===== src/rtl/mips_mem_pkg.sv =====
// rtl/mips_mem_pkg.sv - shared types and width defaults for the memory arbiter
package mips_mem_pkg;

    localparam int ADDR_W_DEF = 32;
    localparam int DATA_W_DEF = 32;

    typedef enum logic [1:0] {
        IDLE   = 2'd0,
        I_BUSY = 2'd1,
        D_BUSY = 2'd2
    } arb_state_e;

endpackage


===== src/rtl/arb_watchdog.sv =====
// rtl/arb_watchdog.sv - busy-cycle counter that flags a stuck memory transaction
module arb_watchdog #(
    parameter int TIMEOUT = 16
) (
    input  logic clk,
    input  logic rst,
    input  logic clr,
    input  logic en,
    output logic expired
);

    localparam int CW = $clog2(TIMEOUT + 1);

    logic [CW-1:0] cnt;

    // Holds at TIMEOUT so expired stays asserted until the owner clears it
    always_ff @(posedge clk or negedge rst) begin
        if (!rst) begin
            cnt <= '0;
        end else if (clr) begin
            cnt <= '0;
        end else if (en && !expired) begin
            cnt <= cnt + CW'(1);
        end
    end

    assign expired = (cnt == CW'(TIMEOUT));

endmodule


===== src/rtl/mem_arbiter.sv =====
// rtl/mem_arbiter.sv - fetch/data arbiter onto a single memory port with starvation guard and timeout
module mem_arbiter
    import mips_mem_pkg::*;
#(
    parameter int ADDR_W     = ADDR_W_DEF,
    parameter int DATA_W     = DATA_W_DEF,
    parameter int TIMEOUT    = 16,
    parameter int STARVE_LIM = 4
) (
    input  logic              clk,
    input  logic              rst,
    input  logic              if_req,
    input  logic [ADDR_W-1:0] if_addr,
    output logic              if_ack,
    output logic [DATA_W-1:0] if_rdata,
    input  logic              dm_req,
    input  logic              dm_we,
    input  logic [ADDR_W-1:0] dm_addr,
    input  logic [DATA_W-1:0] dm_wdata,
    output logic              dm_ack,
    output logic [DATA_W-1:0] dm_rdata,
    output logic              err,
    output logic              mem_req,
    output logic              mem_we,
    output logic [ADDR_W-1:0] mem_addr,
    output logic [DATA_W-1:0] mem_wdata,
    input  logic              mem_ack,
    input  logic [DATA_W-1:0] mem_rdata,
    output logic              stall_if,
    output logic              stall_mem
);

    localparam int SW = $clog2(STARVE_LIM + 1);

    arb_state_e    state_q, state_d;
    logic [SW-1:0] starve_cnt;
    logic          grant_if, grant_dm, done, busy, expired, starve_hit;

    assign busy       = (state_q != IDLE);
    assign starve_hit = if_req && (starve_cnt == SW'(STARVE_LIM));

    arb_watchdog #(.TIMEOUT(TIMEOUT)) u_watchdog (
        .clk     (clk),
        .rst     (rst),
        .clr     (!busy),
        .en      (busy),
        .expired (expired)
    );

    always_ff @(posedge clk or negedge rst) begin
        if (!rst) begin
            state_q <= IDLE;
        end else begin
            state_q <= state_d;
        end
    end

    always_comb begin
        state_d  = state_q;
        grant_if = 1'b0;
        grant_dm = 1'b0;
        done     = 1'b0;
        case (state_q)
            IDLE: begin
                if (dm_req && !starve_hit) begin
                    grant_dm = 1'b1;
                    state_d  = D_BUSY;
                end else if (if_req) begin
                    grant_if = 1'b1;
                    state_d  = I_BUSY;
                end
            end
            I_BUSY, D_BUSY: begin
                if (mem_ack || expired) begin
                    done    = 1'b1;
                    state_d = IDLE;
                end
            end
            default: state_d = IDLE;
        endcase
    end

    // A real mem_ack in the expiry cycle wins, so err only marks true aborts
    assign if_ack   = done && (state_q == I_BUSY);
    assign dm_ack   = done && (state_q == D_BUSY);
    assign err      = done && !mem_ack;
    assign if_rdata = mem_rdata;
    assign dm_rdata = mem_rdata;

    assign stall_if  = if_req & ~if_ack;
    assign stall_mem = dm_req & ~dm_ack;

    always_ff @(posedge clk or negedge rst) begin
        if (!rst) begin
            mem_req   <= 1'b0;
            mem_we    <= 1'b0;
            mem_addr  <= '0;
            mem_wdata <= '0;
        end else if (grant_dm) begin
            mem_req   <= 1'b1;
            mem_we    <= dm_we;
            mem_addr  <= dm_addr;
            mem_wdata <= dm_wdata;
        end else if (grant_if) begin
            mem_req   <= 1'b1;
            mem_we    <= 1'b0;
            mem_addr  <= if_addr;
            mem_wdata <= '0;
        end else if (done) begin
            mem_req   <= 1'b0;
        end
    end

    // Counts data grants that bypassed a waiting fetch
    always_ff @(posedge clk or negedge rst) begin
        if (!rst) begin
            starve_cnt <= '0;
        end else if (grant_if) begin
            starve_cnt <= '0;
        end else if (grant_dm && if_req && (starve_cnt != SW'(STARVE_LIM))) begin
            starve_cnt <= starve_cnt + SW'(1);
        end
    end

endmodule


===== config.mk =====
export PLATFORM = sky130hd
export DESIGN_NAME = mem_arbiter
export DESIGN_NICKNAME = d
export VERILOG_FILES = /design/src/rtl/mips_mem_pkg.sv /design/src/rtl/arb_watchdog.sv /design/src/rtl/mem_arbiter.sv
export SDC_FILE = /design/constraint.sdc
export NUM_CORES = 1
export LEC_CHECK = 0
export CORE_UTILIZATION = 35
export DETAILED_ROUTE_END_ITERATION = 7
export PLACE_DENSITY = 0.79
export SLEW_MARGIN = 20
export SYNTH_ARGS = -nofsm -noshare
export SYNTH_HDL_FRONTEND = slang
export SYNTH_HIERARCHICAL = 1
export SYNTH_SLANG_ARGS = --single-unit

===== constraint.sdc =====
create_clock -name clk -period 1.9 [get_ports clk]
set_input_delay 0.38 -clock clk [delete_from_list [all_inputs] [get_ports clk]]
set_output_delay 0.38 -clock clk [all_outputs]
set_load 0.02 [all_outputs]

### Yosys cells after proc, flatten, opt, wreduce, memory -nomap -nowiden

Index checks and enable logic that the tools add are counted.

* muxes and demuxes: 24
* multiply operators: 0
* divide/modulo/power cells: 0
* eq/ne operators: 8
* reductions and logical operators: 19
* bitwise gates (word level): 4
* $lt $le $gt $ge: 0
* shifts and indexed selects: 0
* add/subtract/negate cells: 2

Operators with widths (count)
* 32-bit two-way mux: 4
* 1-bit two-way mux: 12
* 5-bit two-way mux: 2
* 1-bit logical AND: 8
* 2-bit two-way mux: 3
* 3-bit two-way mux: 2
* 3-bit != test, second input constant: 2
* 2-bit nonzero test: 3
* 5-bit by 1-bit adder with 5-bit output, second input constant: 1
* 5-bit equality test, second input constant: 1
* 2-bit != test, second input constant: 2
* 2-bit case mux with 2 select lines: 1
* 3-bit by 1-bit adder with 3-bit output, second input constant: 1
* 3-bit equality test, second input constant: 1
* 1-bit logical NOT: 3
* 3-bit nonzero test: 1
* 1-bit AND: 2
* 2-bit by 1-bit equality test with 1-bit output, second input constant: 1
* 2-bit equality test, second input constant: 1
* 2-bit logical NOT: 1
* 1-bit NOT: 2
* 2-bit AND reduction: 1
* 2-bit OR reduction: 1
* 1-bit logical OR: 1

* memories: 0
* bits in registers: 76
* logic and storage cells: 64
* RAM bits: 0
* ROM bits: 0
* latch bits: 0

### Logic depth before layout (Yosys ltp)

Gate-level depths: netlist of the first run.

* depth after elaboration: 10
* gate-level depth with buffers: 8
* gate-level depth less buffers: 6

### Modules after synthesis

Netlist of the first run, hierarchy kept.

Modules (own cells, without submodules)
* mem_arbiter: area an instance 3734.8 µm², times used 1, cells each 365
* arb_watchdog: area an instance 280.3 µm², times used 1, cells each 27

### Worst setup path before layout of the first run

OpenSTA, ideal clock, no wires.

* path type: reg2out
* start: reg u_watchdog.cnt[0]
* end: out stall_if
* data arrival time: 1.563 ns
* buffers on the path: 0
* setup slack: -0.043 ns
* cell stages (with the launch flop): 7
* path through: dfrtp_1 inv_1 ha_1 and4bb_4 o21a_1 and2_1 nor2b_1

* word-level cells in the longest chain between the ends: 7

Ends and longest elaborated chain
* start, declared: RTL line arb_watchdog.sv:14 `logic [CW-1:0] cnt;`
* start signal, assigned: RTL line arb_watchdog.sv:23 `cnt <= cnt + CW'(1);`
* 5-bit equality test: RTL line arb_watchdog.sv:27 `assign expired = (cnt == CW'(TIMEOUT));`
* net expired: RTL line mem_arbiter.sv:37 `logic grant_if, grant_dm, done, busy, expired, starve_hit;`
* 1-bit logical OR: RTL line mem_arbiter.sv:74 `if (mem_ack || expired) begin`
* 1-bit two-way mux: RTL line mem_arbiter.sv:74
* 1-bit two-way mux: RTL line mem_arbiter.sv:63 `case (state_q)`
* 1-bit logical AND: RTL line mem_arbiter.sv:84 `assign if_ack = done && (state_q == I_BUSY);`
* net if_ack: RTL line mem_arbiter.sv:14 `output logic if_ack,`
* 1-bit NOT: RTL line mem_arbiter.sv:90 `assign stall_if = if_req & ~if_ack;`
* 1-bit AND: RTL line mem_arbiter.sv:90
* end, declared: RTL line mem_arbiter.sv:29 `output logic stall_if,`

The timed path passes the listed nets, and every way through them passes these cells.

### Worst setup path in the final report of the first run

* start: reg u_watchdog.cnt[1]
* end: out stall_if

* word-level cells in the longest chain between the ends: 7

Ends and longest elaborated chain (RTL line)
* 5-bit equality test: arb_watchdog.sv:27
* net expired: mem_arbiter.sv:37
* 1-bit logical OR: mem_arbiter.sv:74
* 1-bit two-way mux: mem_arbiter.sv:74
* 1-bit two-way mux: mem_arbiter.sv:63
* 1-bit logical AND: mem_arbiter.sv:84
* 1-bit NOT: mem_arbiter.sv:90
* 1-bit AND: mem_arbiter.sv:90

The timed path passes the listed nets, and every way through them passes these cells.

==> results of run 1 <==
==> what timing repair did <==
action                                  4_1_cts  5_1_grt
pin swaps                                     6        4
buffers inserted                              4        2
gates resized for setup                      33        7
endpoints found under the setup margin        5       36
endpoints found under the hold margin         0        0
gates cloned                                  0        1
==> power breakdown <==
part / switching [uW] / internal (uW)
combinational: 2670 / 2590
sequential: 452 / 2400
clock: 679 / 1150
total: 3800 / 6140
==> cells in the mapped netlist (all sizes together), types with 2 or more instances <==
cell	instances	area [um^2]
mux2i	2	20.02
nand2	39	148.9
a21oi	3	15.01
nand2b	2	12.51
nand3	3	15.01
o211ai	64	480.5
a22o	33	289.0
nor2b	3	21.27
and2	2	12.51
o21ai	5	25.02
o21a	2	15.01
clkbuf	5	18.77
nor2	6	38.79
dfrtp	76	1902
nand4	3	18.77
ha	7	87.58
inv	41	153.9
xor2	2	17.52
buf	85	640.6
==> through the flow <==
stage / setup slack, ns / setup TNS [ns] / total power, uW
2_1_floorplan: 0.04680 / 0 / 5723
3_3_place_gp: -0.4167 / -8.924 / 7822
3_5_place_dp: -0.4318 / -8.926 / 7982
4_1_cts: -0.1510 / -0.6863 / 9907
5_1_grt: -0.2149 / -0.9787 / 10520
6_report: -0.1460 / -0.5694 / 9940
==> path summary, 6_finish.rpt <==
check	slack [ns]	depth (start not counted)	endpoint	startpoint
max	-0.15	7	stall_if	u_watchdog/cnt[1]
min	0.02	1	mem_addr[11]	rst
max reg2reg	0.05	9	state_q[1]	u_watchdog/cnt[1]
min reg2reg	0.50	2	mem_addr[0]	mem_addr[0]
max in group asynchronous	1.29	2	mem_wdata[11]	rst
min in group clk	0.50	2	mem_addr[0]	mem_addr[0]
==> final cells by class <==
type / instances / area [um^2] / share of cell area
sequential: 76 / 1902 / 0.3186
tap: 140 / 175.2 / 0.02934
clock inverter: 7 / 98.84 / 0.01656
inverter: 41 / 153.9 / 0.02578
timing repair buffer: 202 / 2044 / 0.3425
clock buffer: 9 / 225.2 / 0.03773
multi-input combinational: 186 / 1370 / 0.2295
==> layer usage <==
metal | global-route usage | up-vias | routed length, um
li1 | - | 1546 | -
met1 | 0.2034 | 1587 | 4538
met2 | 0.3005 | 132 | 5402
met3 | 0.04722 | 35 | 747
met4 | 0.07625 | 0 | 249
met5 | 0 | - | 0
==> kinds of logic (layout without fill, tap and decap cells) <==
kind of cell / after synthesis / after routing / share of synthesized area
buffers and inverters: 131 / 259 / 0.2026
muxes: 3 / 3 / 0.007791
DFF: 76 / 76 / 0.4737
xor gates and xnor gates: 2 / 2 / 0.004364
AOI/OAI and AO/OA: 110 / 110 / 0.2116
adders and majority gates: 7 / 7 / 0.02181
and+or+nand+nor: 63 / 64 / 0.07822
==> sequential cells by signal (all words and copies together), names as in the netlist <==
| name | count |
|---|---|
| mem_we | 1 |
| mem_req | 1 |
| mem_addr | 32 |
| u_watchdog/cnt | 5 |
| starve_cnt | 3 |
| state_q | 2 |
| mem_wdata | 32 |
==> critical path, cell delays in order, from the launching register on <==
cell and delay [ns]:
dfrtp_1 0.36, inv_2 0.05, ha_4 0.15, and4bb_4 0.19, o21a_1 0.20, and2_4 0.15
nor2b_2 0.11, buf_6 0.13
==> metrics.md, run 1 <==
| Metric | Value |
|---|---|
| Drt wl/cell | approximately 17 um |
| Required time of the critical path | 1.52 ns |
| Via count | 3300 |
| Setup ws final | -0.1460 ns |
| Synth Warn # | 6 |
| Die ar. | 0.01190 mm^2 |
| GRT Total Usage | 0.1750 |
| Clk Tree Root Cell | clkbuf_16 |
| Post-DP HPWL | approximately 7700 um |
| Starting Density | 0.3640 |
| PortBufs | 172 |
| Nets@finish | 657 |
| Worst Tran Pin Value | 0.5111 ns |
| Largest net degree at the start of global routing | 42 |
| CTS max path bufs | 2 |
| # setup viols final | 5 |
| Vias in the first global route | 3282 |
| Finished Cell Area | around 0.0060 mm^2 |
| Syn nets | 533 |
| MaxCap Viol Count | 0 |
| First-pass iteration count of the detailed router | 4 |
| Most frequent cells in the layout | clkdlybuf4s50_1, dfrtp_1, o211ai_1, inv_1, nand2_1 |
| Commonest non-fill, non-tap cell in the layout | clkdlybuf4s50_1 |
| Remaining global-route overflow | 0 |
| Final WL | 10940 um |
| Synth unique cells | 34 |
| P&R area growth vs syn | 48.68% |
| Post-synth EDFFs | 0 |
| Vias per cell | 4.992 |
| Hold Path Class | primary input to async pin |
| Worst Setup Start Kind | flop |
| IO Pins | 269 |
| P_leak | 0.002605 uW |
| Hold WS | 0.02232 ns |
| Synth async-reset ratio | 1.000 |
| Cts hold-fix bufs | 0 |
| Cells after Synth | 392 |
| Antenna-violating nets left | 0 |
| CTS Buf Count | 9 |
| Arrival time at the worst endpoint | 1.67 ns |
| CTS sink cnt | 76 |
| RSZ-0062 raised after global routing | true |
| Failing checks | setup timing |
| Synth Register Bits | 76 |
| FP Rows | 38 |
| Layout cells sized above 1 | 0.1344 |
| Max Clock Freq | 488.8 MHz |
| H-tree levels | 3 |
| Fin Clk Skew | 0.007990 ns |
| Non-Filler Instances | 661 |
| Core Box Area | 0.01103 mm^2 |
| PD cells | 1665 mW/mm^2 |
| RD Place Congestion | 0.7896 |
| Crit. End Element | primary output |
| Initial antenna violation count | 0 |
| Register area share after synthesis | 0.4737 |
| Worst VDD drop | 0.7228 mV |
| Count of pins over their slew limit | 0 |
| Synthesized area per cell | 10.24 um^2 |
| Dpl cells | 638 |
| Crit path kind | flop to primary output |
| FILL cells | 960 |
| First-pass GRT wire length | between 15000 and 20000 um |
| Worst-path fanout max | 3 |
| Relative slew slack | 0.6592 |
| Min cycle time layout | 2.046 ns |
| Outcome | complete, but fails checks |
| Worst-path clk slew | ~0.06 ns |
| Fin crit share | 1.077 |
| Predominant post-synthesis flop cell | dfrtp_1 |
| Die Span X | 109.1 um |
| Fin util | 0.5412 |
| Synthesized area | 0.004015 mm^2 |
| DR iter-0 viols | 145 |
| Clk_lat worst skew | 0.33 ns |
| DRC viols | 0 |
| Post-Place Cell Area | ~0.0055 mm^2 |
| Ant. Diodes | 0 |
| Die height | 109.1 um |
| Final hold violation count | 0 |
| CTS tree | yes |
Note: power is estimated with default switching activity, not from simulation.
==> run 2, diff against run 1 <==
Settings changed: CELL_PAD_IN_SITES_DETAIL_PLACEMENT from default to 1, CELL_PAD_IN_SITES_GLOBAL_PLACEMENT from default to 2, CORE_MARGIN from default to 2, CORE_UTILIZATION 35 to 20, PLACE_DENSITY 0.79 to default, PLACE_DENSITY_LB_ADDON from default to 0.1.
==> run 2 against run 1 <==
The run still ends with setup timing left. Via count down 0.67%. Maximum frequency decreased by 0.17%. Setup slack worse by 0.0034 ns. Core utilization shrank 23 points. Clock skew decreased by 0.0013 ns. Sequential share of layout area down 0.47 points. Cell count up 18%. Critical path depth unchanged. Combinational power hardly changed.
==> metrics.md, run 2 (synthesized netlist as in run 1, its figures left out) <==
| Metric | Value |
|---|---|
| Nets@finish | 654 |
| Count of pins over their slew limit | 0 |
| PD cells | 1632 mW/mm^2 |
| Die height | 145.7 um |
| Clock share of power | 0.181 |
| Worst Setup Start Kind | flop |
| RD Place Congestion | 0.7256 |
| GRT Total Usage | 0.1315 |
| H-tree levels | 3 |
| Layout cells sized above 1 | 0.1293 |
| NetSw | 3933 uW |
| Pre-CTS setup slack | -0.4066 ns |
| Worst r2r src | u_watchdog/cnt[0] |
| First-pass iteration count of the detailed router | 4 |
| Setup ws final | -0.1494 ns |
| Post-DP HPWL | 9481 um |
| Logic pwr share | 0.534 |
| Most frequent cells in the layout | clkdlybuf4s50_1, dfrtp_1, o211ai_1, inv_1, nand2_1 |
| Outcome | complete, but fails checks |
| FP Rows | slightly above 50 |
| Hold Path Class | primary input to async pin |
| Crit Reg-Reg Endpoint | state_q[1] |
| CTS tree | yes |
| Vias in the first global route | 3596 |
| Die ar. | 0.02123 mm^2 |
| Final WL | ~14000 um |
| R2r setup slk | 0.10 ns |
| Remaining global-route overflow | 0 |
| CTS Buf Count | 9 |
| Via count | 3278 |
| DRC viols | 0 |
| Starting Density | 0.2050 |
| Switching share of power | 0.3978 |
| Largest net degree at the start of global routing | 77 |
| PortBufs | 172 |
| Fin crit share | 1.079 |
| Die Span X | 145.7 um |
| P_leak | about 0.0026 uW |
| Largest regs | mem_addr (32), mem_wdata (32), u_watchdog/cnt (5) |
| Worst VDD drop | between 0.5 and 0.6 mV |
| Fin util | 0.3093 |
| Register share of total power | 0.286 |
| Core Box Area | 0.01959 mm^2 |
| Initial antenna violation count | 0 |
| Clk Tree Root Cell | clkbuf_16 |
| Hold WS | roughly 0.045 ns |
| Worst Tran Pin Value | roughly 0.47 ns |
| Max Clock Freq | around 490 MHz |
| Min cycle time layout | 2.049 ns |
| Antenna-violating nets left | 0 |
| MaxCap Viol Count | 0 |
| Crit. End Element | primary output |
| Final hold violation count | 0 |
| Internal power | 5955 uW |
| TNS Setup | -0.5407 ns |
| CTS max path bufs | 2 |
| First-pass GRT wire length | 21800 um |
| P&R area growth vs syn | 50.92% |
| Commonest non-fill, non-tap cell in the layout | clkdlybuf4s50_1 |
| Crit path kind | flop to primary output |
| R2R cell count | 7 |
| Vias per cell | 4.186 |
| IO Pins | 269 |
| DR iter-0 viols | just under 100 |
| Power Total | 9888 uW |
| Worst-path fanout max | 3 |
| # setup viols final | 5 |
| Relative slew slack | 0.6875 |
| Clk_lat worst skew | 0.34 ns |
| Failing checks | setup timing |
| CTS sink cnt | 76 |
| Arrival time at the worst endpoint | 1.67 ns |
| RSZ-0062 raised after global routing | true |
| Worst-path clk slew | 0.07 ns |
| Ant. Diodes | 0 |
| Fin Clk Skew | 0.006737 ns |
| Cts hold-fix bufs | 0 |
| Required time of the critical path | 1.52 ns |
| Drt wl/cell | 17.28 um |
-- run 2: metal layers --
metal	routed length, um	vias to the layer above	track usage
li1	-	1539	-
met1	6462	1596	0.1810
met2	6070	119	0.1967
met3	782	24	0.03292
met4	215	0	0.05343
met5	0	-	0
-- run 2: worst max-delay path, cell delays in order, from the launching register on --
cell	delay, ns
dfrtp_1	0.36
inv_2	0.05
ha_4	0.15
and4bb_4	0.19
o21a_1	0.19
and2_4	0.16
nor2b_4	0.10
buf_6	0.12
-- run 2: area by class of cell --
class	instances	area (um^2)
clock buffer	9	225.2
clock inverter	7	76.32
fill	2235	13530
inverter	41	153.9
multi-input combinational	185	1355
sequential	76	1902
tap	265	331.6
timing repair buffer	200	2016
-- run 2: stage by stage --
stage	instances	cell area (um^2)
after global placement	766	5719
final	783	6060
after global routing	783	6060
after floorplan	392	4020
after CTS	783	6038
after detailed placement	766	5719
-- run 2: what timing repair did --
item,in CTS,in global routing
gates cloned,0,0
setup endpoints to repair,5,6
buffers inserted,1,0
resized for setup,32,5
pin swaps,4,0
-- run 2: how the worst max path moves through the flow --
| stage | start | end | slack, ns |
|---|---|---|---|
| finish | u_watchdog/cnt[0] | stall_mem | -0.15 |
| global route | u_watchdog/cnt[1] | stall_if | -0.24 |
| CTS | u_watchdog/cnt[0] | stall_mem | -0.18 |
| detailed placement | mem_ack | stall_mem | -0.41 |
| global placement | mem_ack | stall_if | -0.38 |
| floorplan | u_watchdog/cnt[0] | stall_if | 0.05 |
-- run 2: power by group through the flow --
stage / Sequential, uW / Clock [uW] / Combinational (uW)
after floorplan: 3710 / 0 / 2010
after global placement: 2830 / 0 / 5310
after detailed placement: 2850 / 0 / 5340
after CTS: 2840 / 1870 / 5400
after global routing: 2940 / 1920 / 5740
final: 2820 / 1790 / 5280
